File: config.mk
export PLATFORM = sky130hd
export DESIGN_NAME = sdram_read_arbiter
export DESIGN_NICKNAME = d
export VERILOG_FILES = /design/src/rtl/sdram_read_arbiter.sv
export SDC_FILE = /design/constraint.sdc
export NUM_CORES = 1
export LEC_CHECK = 0
export CORE_AREA = 3 3 123 125
export DETAILED_ROUTE_END_ITERATION = 7
export DIE_AREA = 0 0 126 128
export SYNTH_ARGS = -nofsm -noshare
export SYNTH_HDL_FRONTEND = slang
export SYNTH_SLANG_ARGS = --single-unit
File: constraint.sdc
create_clock -name clk -period 1.5 [get_ports clk]
set_input_delay 0.3 -clock clk [delete_from_list [all_inputs] [get_ports clk]]
set_output_delay 0.3 -clock clk [all_outputs]
set_load 0.005 [all_outputs]
File: src/rtl/sdram_read_arbiter.sv
// sdram_read_arbiter
// Two-requester Avalon-MM read arbiter in front of a single f2h_sdram port.
// m0 (pixel fetch) normally wins and m1 (auxiliary) is served when m0 is idle.
// At most one burst is in flight: IDLE -> CMD -> DATA -> IDLE.
// Optional build macro ARB_STARVE_GUARD_EN adds a starve counter.
// After STARVE_LIMIT consecutive m0 bursts accepted while m1 was waiting,
// m1 is granted next. Without the macro, arbitration is strict m0 > m1.
// s_readdatavalid seen outside DATA is dropped and latched into stray_o.
module sdram_read_arbiter #(
    parameter int ADDR_W       = 29,
    parameter int BURST_W      = 8,
    parameter int DATA_W       = 64,
    parameter int STARVE_LIMIT = 4
) (
    input  logic               clk,
    input  logic               rst,
    input  logic [ADDR_W-1:0]  m0_address,
    input  logic [BURST_W-1:0] m0_burstcount,
    input  logic               m0_read,
    output logic               m0_waitrequest,
    output logic [DATA_W-1:0]  m0_readdata,
    output logic               m0_readdatavalid,
    input  logic [ADDR_W-1:0]  m1_address,
    input  logic [BURST_W-1:0] m1_burstcount,
    input  logic               m1_read,
    output logic               m1_waitrequest,
    output logic [DATA_W-1:0]  m1_readdata,
    output logic               m1_readdatavalid,
    output logic [ADDR_W-1:0]  s_address,
    output logic [BURST_W-1:0] s_burstcount,
    output logic               s_read,
    input  logic               s_waitrequest,
    input  logic [DATA_W-1:0]  s_readdata,
    input  logic               s_readdatavalid,
    output logic               busy_o,
    output logic               stray_o
);

    localparam logic [1:0] ST_IDLE = 2'd0;
    localparam logic [1:0] ST_CMD  = 2'd1;
    localparam logic [1:0] ST_DATA = 2'd2;

    logic [1:0]         state_reg, state_next;
    logic               owner_reg, owner_next;   // 0 = m0, 1 = m1
    logic [BURST_W-1:0] beat_reg, beat_next;
    logic               stray_reg, stray_next;
    logic               grant_m1;                // IDLE decision when anyone requests
    logic               cmd_accept;
    logic               in_cmd, in_data;
    logic [ADDR_W-1:0]  sel_address;
    logic [BURST_W-1:0] sel_burstcount;
    logic [1:0]         wait_vec, rdv_vec;

    assign sel_address    = owner_reg ? m1_address    : m0_address;
    assign sel_burstcount = owner_reg ? m1_burstcount : m0_burstcount;
    assign cmd_accept     = (state_reg == ST_CMD) && !s_waitrequest;

`ifdef ARB_STARVE_GUARD_EN
    localparam int SW = (STARVE_LIMIT < 1) ? 1 : $clog2(STARVE_LIMIT + 1);
    localparam logic [SW-1:0] STARVE_MAX = SW'(STARVE_LIMIT);

    logic [SW-1:0] starve_reg, starve_next;

    assign grant_m1 = m1_read && (!m0_read || (starve_reg == STARVE_MAX));

    // Count m0 bursts taken while m1 was waiting; any other accept clears it.
    always_comb begin
        starve_next = starve_reg;
        if (cmd_accept) begin
            if (owner_reg || !m1_read) begin
                starve_next = '0;
            end else if (starve_reg != STARVE_MAX) begin
                starve_next = starve_reg + 1'b1;
            end
        end
    end

    // Starve counter register.
    always_ff @(posedge clk) begin
        if (rst) begin
            starve_reg <= '0;
        end else begin
            starve_reg <= starve_next;
        end
    end
`else
    assign grant_m1 = m1_read && !m0_read;
`endif

    // Burst sequencing, beat counting and stray-beat detection.
    always_comb begin
        state_next = state_reg;
        owner_next = owner_reg;
        beat_next  = beat_reg;
        stray_next = stray_reg | (s_readdatavalid && (state_reg != ST_DATA));
        case (state_reg)
            ST_IDLE: begin
                if (m0_read || m1_read) begin
                    owner_next = grant_m1;
                    state_next = ST_CMD;
                end
            end
            ST_CMD: begin
                if (!s_waitrequest) begin
                    // A zero burstcount still returns one beat.
                    beat_next  = (sel_burstcount == '0) ? BURST_W'(1) : sel_burstcount;
                    state_next = ST_DATA;
                end
            end
            ST_DATA: begin
                if (s_readdatavalid) begin
                    beat_next = beat_reg - 1'b1;
                    if (beat_reg <= BURST_W'(1)) begin
                        state_next = ST_IDLE;
                    end
                end
            end
            default: begin
                state_next = ST_IDLE;
            end
        endcase
    end

    // State registers with synchronous reset.
    always_ff @(posedge clk) begin
        if (rst) begin
            state_reg <= ST_IDLE;
            owner_reg <= 1'b0;
            beat_reg  <= '0;
            stray_reg <= 1'b0;
        end else begin
            state_reg <= state_next;
            owner_reg <= owner_next;
            beat_reg  <= beat_next;
            stray_reg <= stray_next;
        end
    end

    // Outputs are masked by rst so a mid-burst reset takes effect immediately.
    assign in_cmd  = (state_reg == ST_CMD)  && !rst;
    assign in_data = (state_reg == ST_DATA) && !rst;

    assign s_read       = in_cmd;
    assign s_address    = in_cmd ? sel_address    : '0;
    assign s_burstcount = in_cmd ? sel_burstcount : '0;
    assign busy_o       = in_cmd || in_data;
    assign stray_o      = stray_reg;

    // Per-requester handshake: only the owner sees the slave's stall/valid.
    generate
        for (genvar gi = 0; gi < 2; gi++) begin : g_req
            logic is_owner;
            assign is_owner     = (owner_reg == 1'(gi));
            assign wait_vec[gi] = (in_cmd && is_owner) ? s_waitrequest : 1'b1;
            assign rdv_vec[gi]  = in_data && is_owner && s_readdatavalid;
        end
    endgenerate

    assign m0_waitrequest   = wait_vec[0];
    assign m1_waitrequest   = wait_vec[1];
    assign m0_readdatavalid = rdv_vec[0];
    assign m1_readdatavalid = rdv_vec[1];
    assign m0_readdata      = s_readdata;
    assign m1_readdata      = s_readdata;

endmodule

**Yosys cells after proc, flatten, opt, wreduce, memory -nomap -nowiden**

Cells that the tools add are included.

- Word-level logic and storage cells: 50
- Register bits after elaboration: 12

- Equality and inequality tests: 7
- Reduce and logical (&&, ||, !) cells: 20
- Mux-type cells: 15
- Add/subtract/negate cells: 1
- Bitwise logic cells: 2
- $lt $le $gt $ge: 1

Operators with widths:

| cell | number |
|---|---|
| $mux W29 | 2 |
| $mux W8 | 5 |
| $pmux W8 S2 | 1 |
| $logic_and A1 B1 Y1 | 10 |
| $ne A2 B2 Y1 const B | 5 |
| $le A8 B1 Y1 const B | 1 |
| $logic_not A8 Y1 | 1 |
| $mux W2 | 4 |
| $sub A8 B1 Y8 const B | 1 |
| $pmux W2 S3 | 1 |
| $reduce_and A4 Y1 | 1 |
| $reduce_and A3 Y1 | 1 |
| $eq A2 B1 Y1 const B | 1 |
| $eq A2 B2 Y1 const B | 1 |
| $logic_not A1 Y1 | 2 |
| $logic_not A2 Y1 | 1 |
| $logic_or A1 B1 Y1 | 2 |
| $mux W1 | 2 |
| $reduce_and A2 Y1 | 1 |
| $reduce_bool A2 Y1 | 1 |
| $not A1 Y1 | 1 |
| $or A1 B1 Y1 | 1 |

**Logic depth before layout (Yosys ltp)**

Gate-level depths: netlist of the first run.

- Depth in word-level cells: 5
- Depth in mapped cells: 6

**Worst setup path after synthesis of the first run**

Ideal clock, no wire load.

- Path type: register to output
- Start point: register state_reg[0]
- End point: output port m0_readdatavalid
- Stages on the path, launching flop included: 5
- Data arrival time: 1084 ps
- Path slack: 116 ps
- Cells stage by stage: dfxtp_1 buf_6 nand2b_1 buf_6 nor4b_1

- Longest elaborated chain between the ends: 4

Ends and longest elaborated chain:

| item | line | RTL |
|---|---|---|
| start: declaration | 43 | `logic [1:0] state_reg, state_next;` |
| start signal: assignment | 132 | `state_reg <= state_next;` |
| $eq A2 B2 Y1 | 141 | `assign in_data = (state_reg == ST_DATA) && !rst;` |
| $logic_and A1 B1 Y1 | 141 |  |
| $logic_and A1 B1 Y1 (2 in series) | 155 | `assign rdv_vec[gi] = in_data && is_owner && s_readdatavalid;` |
| end: declaration | 22 | `output logic m0_readdatavalid,` |

Every way passes these cells.

**Worst setup path in the final report of the first run**

- Start point: register state_reg[1]
- End point: output port m0_waitrequest

- Longest elaborated chain between the ends: 4

Ends and longest elaborated chain:

| item | line | RTL |
|---|---|---|
| $eq A2 B1 Y1 | 140 | `assign in_cmd = (state_reg == ST_CMD) && !rst;` |
| $logic_and A1 B1 Y1 | 140 |  |
| $logic_and A1 B1 Y1 | 154 | `assign wait_vec[gi] = (in_cmd && is_owner) ? s_waitrequest : 1'b1;` |
| $mux W1 | 154 |  |
| end: declaration | 20 | `output logic m0_waitrequest,` |

Every way passes these cells.

==> results.toml, run 1 <==
[critical_path]
crit_path_top_delay_cell = "or3_4"
path_delay_family = "simple AND/OR/NAND/NOR gates"
critical_path.endpoint = "m0_waitrequest"
crit_arrival_ns = 1.42
startpoint = "state_reg[1]"
critPathMaxFanout = 7
cp_common_cell = "nand2b_4"
rrSetupSlack_ns = -0.15
crit_cells = 4
r2r-end = "beat_reg[4]"
reg2regPathDepth = 9
startpoint_type = "flop"
path_cells = "nand2b_4 -> nand2b_4 -> or3_4 -> buf_6"
cp.required_ns = 1.20
path_class = "reg2out"
worst-path-buf-inv = 1
crit_path_end_kind = "output port"
reg2reg_from = "state_reg[1]"
max_stage_delay_ns = 0.37

[clock_network]
clock-sinks = 12
cts_tree = "done"
root_buffer = "clkbuf_16"
clockBufferDepth = 2
cts_made_buffers = 3
h-tree-depth = 1
clk_pin_slew_worst_paths_ns = 0.04
clk_latency_ns = 0.24

[drt]
routedWlPerCell_um = 16.1
first_iter_violations = 82
drtAntennaViolNets = 0
drt-total-wl_um = 8890
num_vias = 2182
vias_per_cell = 3.96
drc = 0
dr.pass1.iters = 4

[place]
place_congestion = 0.857
placed_cells = 519
dp_hpwl_um = 6290
port_buffers = 123
placed_cell_area_um2 = 3130

[pwr]
power_frac_seq_pct = 17.5
ir_drop_mv = 0.405
p_per_area_nw_per_um2 = 551
power.internal_mw = 1.48
p_total_mw = 2.23
power_frac_comb_pct = 60.7
clkPwrFrac_pct = 21.8
p_sw_mw = 0.751
swShare_pct = 33.7
p_leak_nw = 1.55

[sta]
slew_headroom_pct = 69.7
layout_min_cycle_time_ns = 1.72
max_freq_mhz = 581
fin_setup_tns_ns = -6.75
worst_pin_slew_ns = 0.451
holdWs_ns = 0.486
rsz0062_at_grt = "true"
fin_crit_sh_pct = 115
setup_slack_ns = -0.221
finClkSkew_ns = 0.00200
finalMaxSlewViolations = 0
setup_viol = 48
timing.final.hold_violations = 0

[finish]
multi_input_comb_area_um2 = 1700
fin_nets = 519
fillers = 1485
antennaDiodeCount = 0
instances_no_fill = 551
drive_gt1_share_pct = 56.1
largest_reg_flops = 8
syn_to_final_growth_pct = 67.4
final_cell_area_um2 = 4050
seqCellArea_um2 = 249

[logic_synthesis]
synth_edf_count = 0
ys_ff_latch = 12
netlist.area_leader.share_pct = 41.0
synth.largest_area_cell = "buf_4"
ys_types = 40
synthCells = 319
synth_fp_nets = 465
syn-cell-area_um2 = 2420
synth_async_sr_flop_share_pct = 0
synth_ff_type = "dfxtp_1"
ys_seq_area_share_pct = 9.93
yosys-top-cells-area = "buf_4 41%, mux2i_1 16%, dfxtp_1 9.9%"
synth_common_cells = "132 x buf_4, 53 x nor2_1, 39 x mux2i_1"
synth_warnings = 0
synthMostInstantiatedCell = "buf_4"
post_synth.cell_area_avg_um2 = 7.58

[die]
start_util_pct = 17.3
die_width_um = 126
core_um2 = 14000
die_h_um = 128
rows = 43
num_io_pins = 316
die_area_um2 = 16100

[grt]
grt_usage_pct = 9.21
grt_overflow = 0
grt_start_max_net_pins = 16
grt_first_pass_wirelength_um = 12200
antenna_found_initial = 0
grt_pass1_vias = 2245

[hold_path]
hold_class = "reg2reg"

[outcome]
violations = "setup timing"
run_status = "finished, violations left"

[run]
maxCapViolations = 0
## cells by family after synthesis
| kind of cell | share of synthesized area [%] |
|---|---|
| flops | 9.93 |
| compound gates | 10.4 |
| fa+ha+maj | 1.03 |
| mux | 16.1 |
| buf+inv | 45.1 |
| simple gates | 17.4 |
## tightest hold or removal path, cell delays in order, from the launching register on
cell and delay [ns]:
dfxtp_1 0.31, nand2_1 0.07, o32ai_2 0.06
## through the flow
step,util [%],worst slack (ns)
floorplan,-,0.116
CTS,23.7,-0.265
global placement,22.4,-0.790
detailed placement,22.4,-0.697
finish,28.9,-0.221
global route,28.9,-0.268
## placed cells by master, fill, tap and decap left out, types with 2 or more instances in the layout
cell,netlist,layout
mux2i_4,0,23
nand2b_1,4,3
ha_1,2,2
nor2_2,0,9
dfxtp_4,0,2
nand2b_4,2,3
o32ai_2,2,2
buf_4,132,36
nor2_1,53,17
mux2i_1,39,10
buf_6,6,23
inv_1,4,3
buf_2,2,38
clkdlybuf4s50_1,0,77
inv_2,1,2
a21oi_2,0,3
nand2_1,7,5
o21ai_1,8,5
buf_8,0,4
mux2i_2,0,6
o21ai_2,1,4
nor3_2,1,2
clkbuf_16,0,6
buf_12,0,5
dfxtp_1,12,9
nor2_4,1,28
nor3_1,5,4
dlygate4sd2_1,0,2
a211oi_1,2,2
a21oi_1,15,12
nand2_2,0,2
## power groups by stage
stage          combinational [mW]  clock (mW)  sequential, mW
6_report                     1.36       0.487           0.389
5_1_grt                      1.45       0.510           0.393
4_1_cts                     0.986       0.499           0.384
3_5_place_dp                0.914           0           0.390
3_3_place_gp                0.897           0           0.388
2_1_floorplan               0.684           0           0.378
## metal layers
layer	GRT usage [%]	vias to the layer above	part of all wire, %
li1	-	1037	-
met1	10.5	1015	38
met2	15.9	98	51
met3	3.50	32	9.8
met4	2.97	0	1.9
met5	0	-	0
## final cells by class
cell class              count  share of cell area (%)
inverters                   5                   0.464
repair buffers            190                    44.0
multi-input cells         161                    41.9
clock buffers               3                    1.85
well taps                 180                    5.56
flip-flops and latches     12                    6.15
## worst min-delay path by stage
stage,startpoint,to,slack [ns],cells past startpoint
6_report,beat_reg[6],beat_reg[6],0.49,2
5_1_grt,beat_reg[6],beat_reg[6],0.52,2
3_3_place_gp,beat_reg[7],beat_reg[7],0.48,2
4_1_cts,beat_reg[6],beat_reg[6],0.50,2
3_5_place_dp,beat_reg[6],beat_reg[6],0.49,2
2_1_floorplan,rst,beat_reg[0],0.38,1
## timing repair
action,in CTS,in global routing
hold buffers,0,0
setup buffers,12,15
pin swaps,10,32
endpoints found under the setup margin,50,50
gates resized for setup,199,146
gates cloned,1,3
(Power assumes the default switching activity.)
==> run 2, diff against run 1 <==
--- a/config.mk
+++ b/config.mk
@@ -8,6 +8,7 @@
 export CORE_AREA = 3 3 123 125
 export DETAILED_ROUTE_END_ITERATION = 7
 export DIE_AREA = 0 0 126 128
+export SETUP_SLACK_MARGIN = 0.02
 export SYNTH_ARGS = -nofsm -noshare
 export SYNTH_HDL_FRONTEND = slang
 export SYNTH_SLANG_ARGS = --single-unit
==> run 2 against run 1 <==
  * The flow still finishes with violations (setup timing)
  * Register-to-register slack hardly changed
  * Core utilization unchanged
  * Non-clock buffer count unchanged
==> results.toml, run 2 (synthesized netlist as in run 1, its figures left out) <==
[grt]
grt_start_max_net_pins = 16
grt_first_pass_wirelength_um = 12200
grtUsageMet2_pct = 15.9
grt_pass1_vias = 2245
grt_overflow = 0
grt_usage_pct = 9.21
antenna_found_initial = 0
use_met1_pct = 10.5
use_met3_pct = 3.50
grt_busiest_layer = "met2"

[pwr]
power.internal_mw = 1.48
p_leak_nw = 1.55
swShare_pct = 33.7
ir_drop_mv = 0.405
clkPwrFrac_pct = 21.8
p_sw_mw = 0.751
power_frac_seq_pct = 17.5
power_frac_comb_pct = 60.7
p_per_area_nw_per_um2 = 551

[critical_path]
cp_common_cell = "nand2b_4"
startpoint_type = "flop"
critPathMaxFanout = 7
crit_path_top_delay_cell = "or3_4"
cp.required_ns = 1.20
critical_path.endpoint = "m0_waitrequest"
path_delay_family = "simple AND/OR/NAND/NOR gates"
crit_cells = 4
rrSetupSlack_ns = -0.15
r2r-end = "beat_reg[4]"
crit_arrival_ns = 1.42
crit_path_end_kind = "output port"
reg2reg_from = "state_reg[1]"
path_cells = "nand2b_4 -> nand2b_4 -> or3_4 -> buf_6"
max_stage_delay_ns = 0.37
reg2regPathDepth = 9
worst-path-buf-inv = 1
path_class = "reg2out"
startpoint = "state_reg[1]"

[die]
start_util_pct = 17.3
core_um2 = 14000
die_width_um = 126
num_io_pins = 316
rows = 43
die_area_um2 = 16100
die_h_um = 128

[outcome]
run_status = "finished, violations left"
violations = "setup timing"

[hold_path]
hold_class = "reg2reg"

[drt]
drt-total-wl_um = 8890
first_iter_violations = 82
drc = 0
num_vias = 2182
vias_per_cell = 3.96
dr.pass1.iters = 4
routedWlPerCell_um = 16.1
drtAntennaViolNets = 0

[place]
port_buffers = 123
dp_hpwl_um = 6290
placed_cells = 519
place_congestion = 0.857
pre_cts_slack_ns = -0.697

[clock_network]
clk_pin_slew_worst_paths_ns = 0.04
clockBufferDepth = 2
cts_tree = "done"
root_buffer = "clkbuf_16"
clk_latency_ns = 0.24
holdBufCountCts = 0
h-tree-depth = 1
cts_made_buffers = 3
clock-sinks = 12

[finish]
fillers = 1485
fin_nets = 519
antennaDiodeCount = 0
mostFrequentLayoutCell = "clkdlybuf4s50_1"
syn_to_final_growth_pct = 67.4
drive_gt1_share_pct = 56.1
instances_no_fill = 551
final_cell_mix = "77 x clkdlybuf4s50_1, 38 x buf_2, 36 x buf_4, 28 x nor2_4"
postLayoutCoreUtil_pct = 28.9
largest_reg_flops = 8

[sta]
layout_min_cycle_time_ns = 1.72
finClkSkew_ns = 0.00200
timing.final.hold_violations = 0
slew_headroom_pct = 69.7
max_freq_mhz = 581
finalMaxSlewViolations = 0
fin_crit_sh_pct = 115
worst_pin_slew_ns = 0.451
rsz0062_at_grt = "true"
setup_slack_ns = -0.221
setup_viol = 48

[run]
maxCapViolations = 0
run 2: cell counts in the layout (fill, tap and decap cells not counted):
No cell type changed its count.
run 2: routing by layer:
layer | part of all wire (%) | up-vias
met5 | 0 | -
met2 | 51 | 98
met1 | 38 | 1015
li1 | - | 1037
met3 | 9.8 | 32
met4 | 1.9 | 0
run 2: worst min path at each step:
stage	cells past startpoint	start	end	slack (ns)
floorplan	1	rst	beat_reg[0]	0.38
global placement	2	beat_reg[7]	beat_reg[7]	0.48
detailed placement	2	beat_reg[6]	beat_reg[6]	0.49
CTS	2	beat_reg[6]	beat_reg[6]	0.50
global route	2	beat_reg[6]	beat_reg[6]	0.52
finish	2	beat_reg[6]	beat_reg[6]	0.49
run 2: cell type report:
class                      instances  area [um^2]  share of cell area [%]
inverter                           5         18.8                   0.464
sequential                        12          249                    6.15
clock buffer                       3         75.1                    1.85
tap                              180          225                    5.56
timing repair buffer             190         1780                    44.0
multi-input combinational        161         1700                    41.9
run 2: tightest hold or removal path, stage by stage, from the launching register on:
cell,delay [ns]
dfxtp_1,0.31
nand2_1,0.07
o32ai_2,0.06
run 2: metrics by stage:
step           total power, mW  cell area, um^2  setup TNS, ns  hold WS (ns)
2_1_floorplan             1.06             2420              0         0.378
3_3_place_gp              1.28             3130         -28.31         0.475
3_5_place_dp              1.30             3130         -28.32         0.490
4_1_cts                   1.87             3320          -6.44         0.496
5_1_grt                   2.35             4050          -9.20         0.524
6_report                  2.23             4050          -6.75         0.486
run 2: power by group through the flow:
| stage | combinational [mW] | clock [mW] | sequential [mW] |
|---|---|---|---|
| 2_1_floorplan | 0.684 | 0 | 0.378 |
| 5_1_grt | 1.45 | 0.510 | 0.393 |
| 6_report | 1.36 | 0.487 | 0.389 |
| 3_5_place_dp | 0.914 | 0 | 0.390 |
| 3_3_place_gp | 0.897 | 0 | 0.388 |
| 4_1_cts | 0.986 | 0.499 | 0.384 |
run 2: repair_timing:
| action | CTS | global route |
|---|---|---|
| buffers inserted | 12 | 15 |
| endpoints found under the setup margin | 50 | 51 |
| gates cloned | 1 | 3 |
| resized for setup | 199 | 146 |
| pin swaps | 10 | 32 |
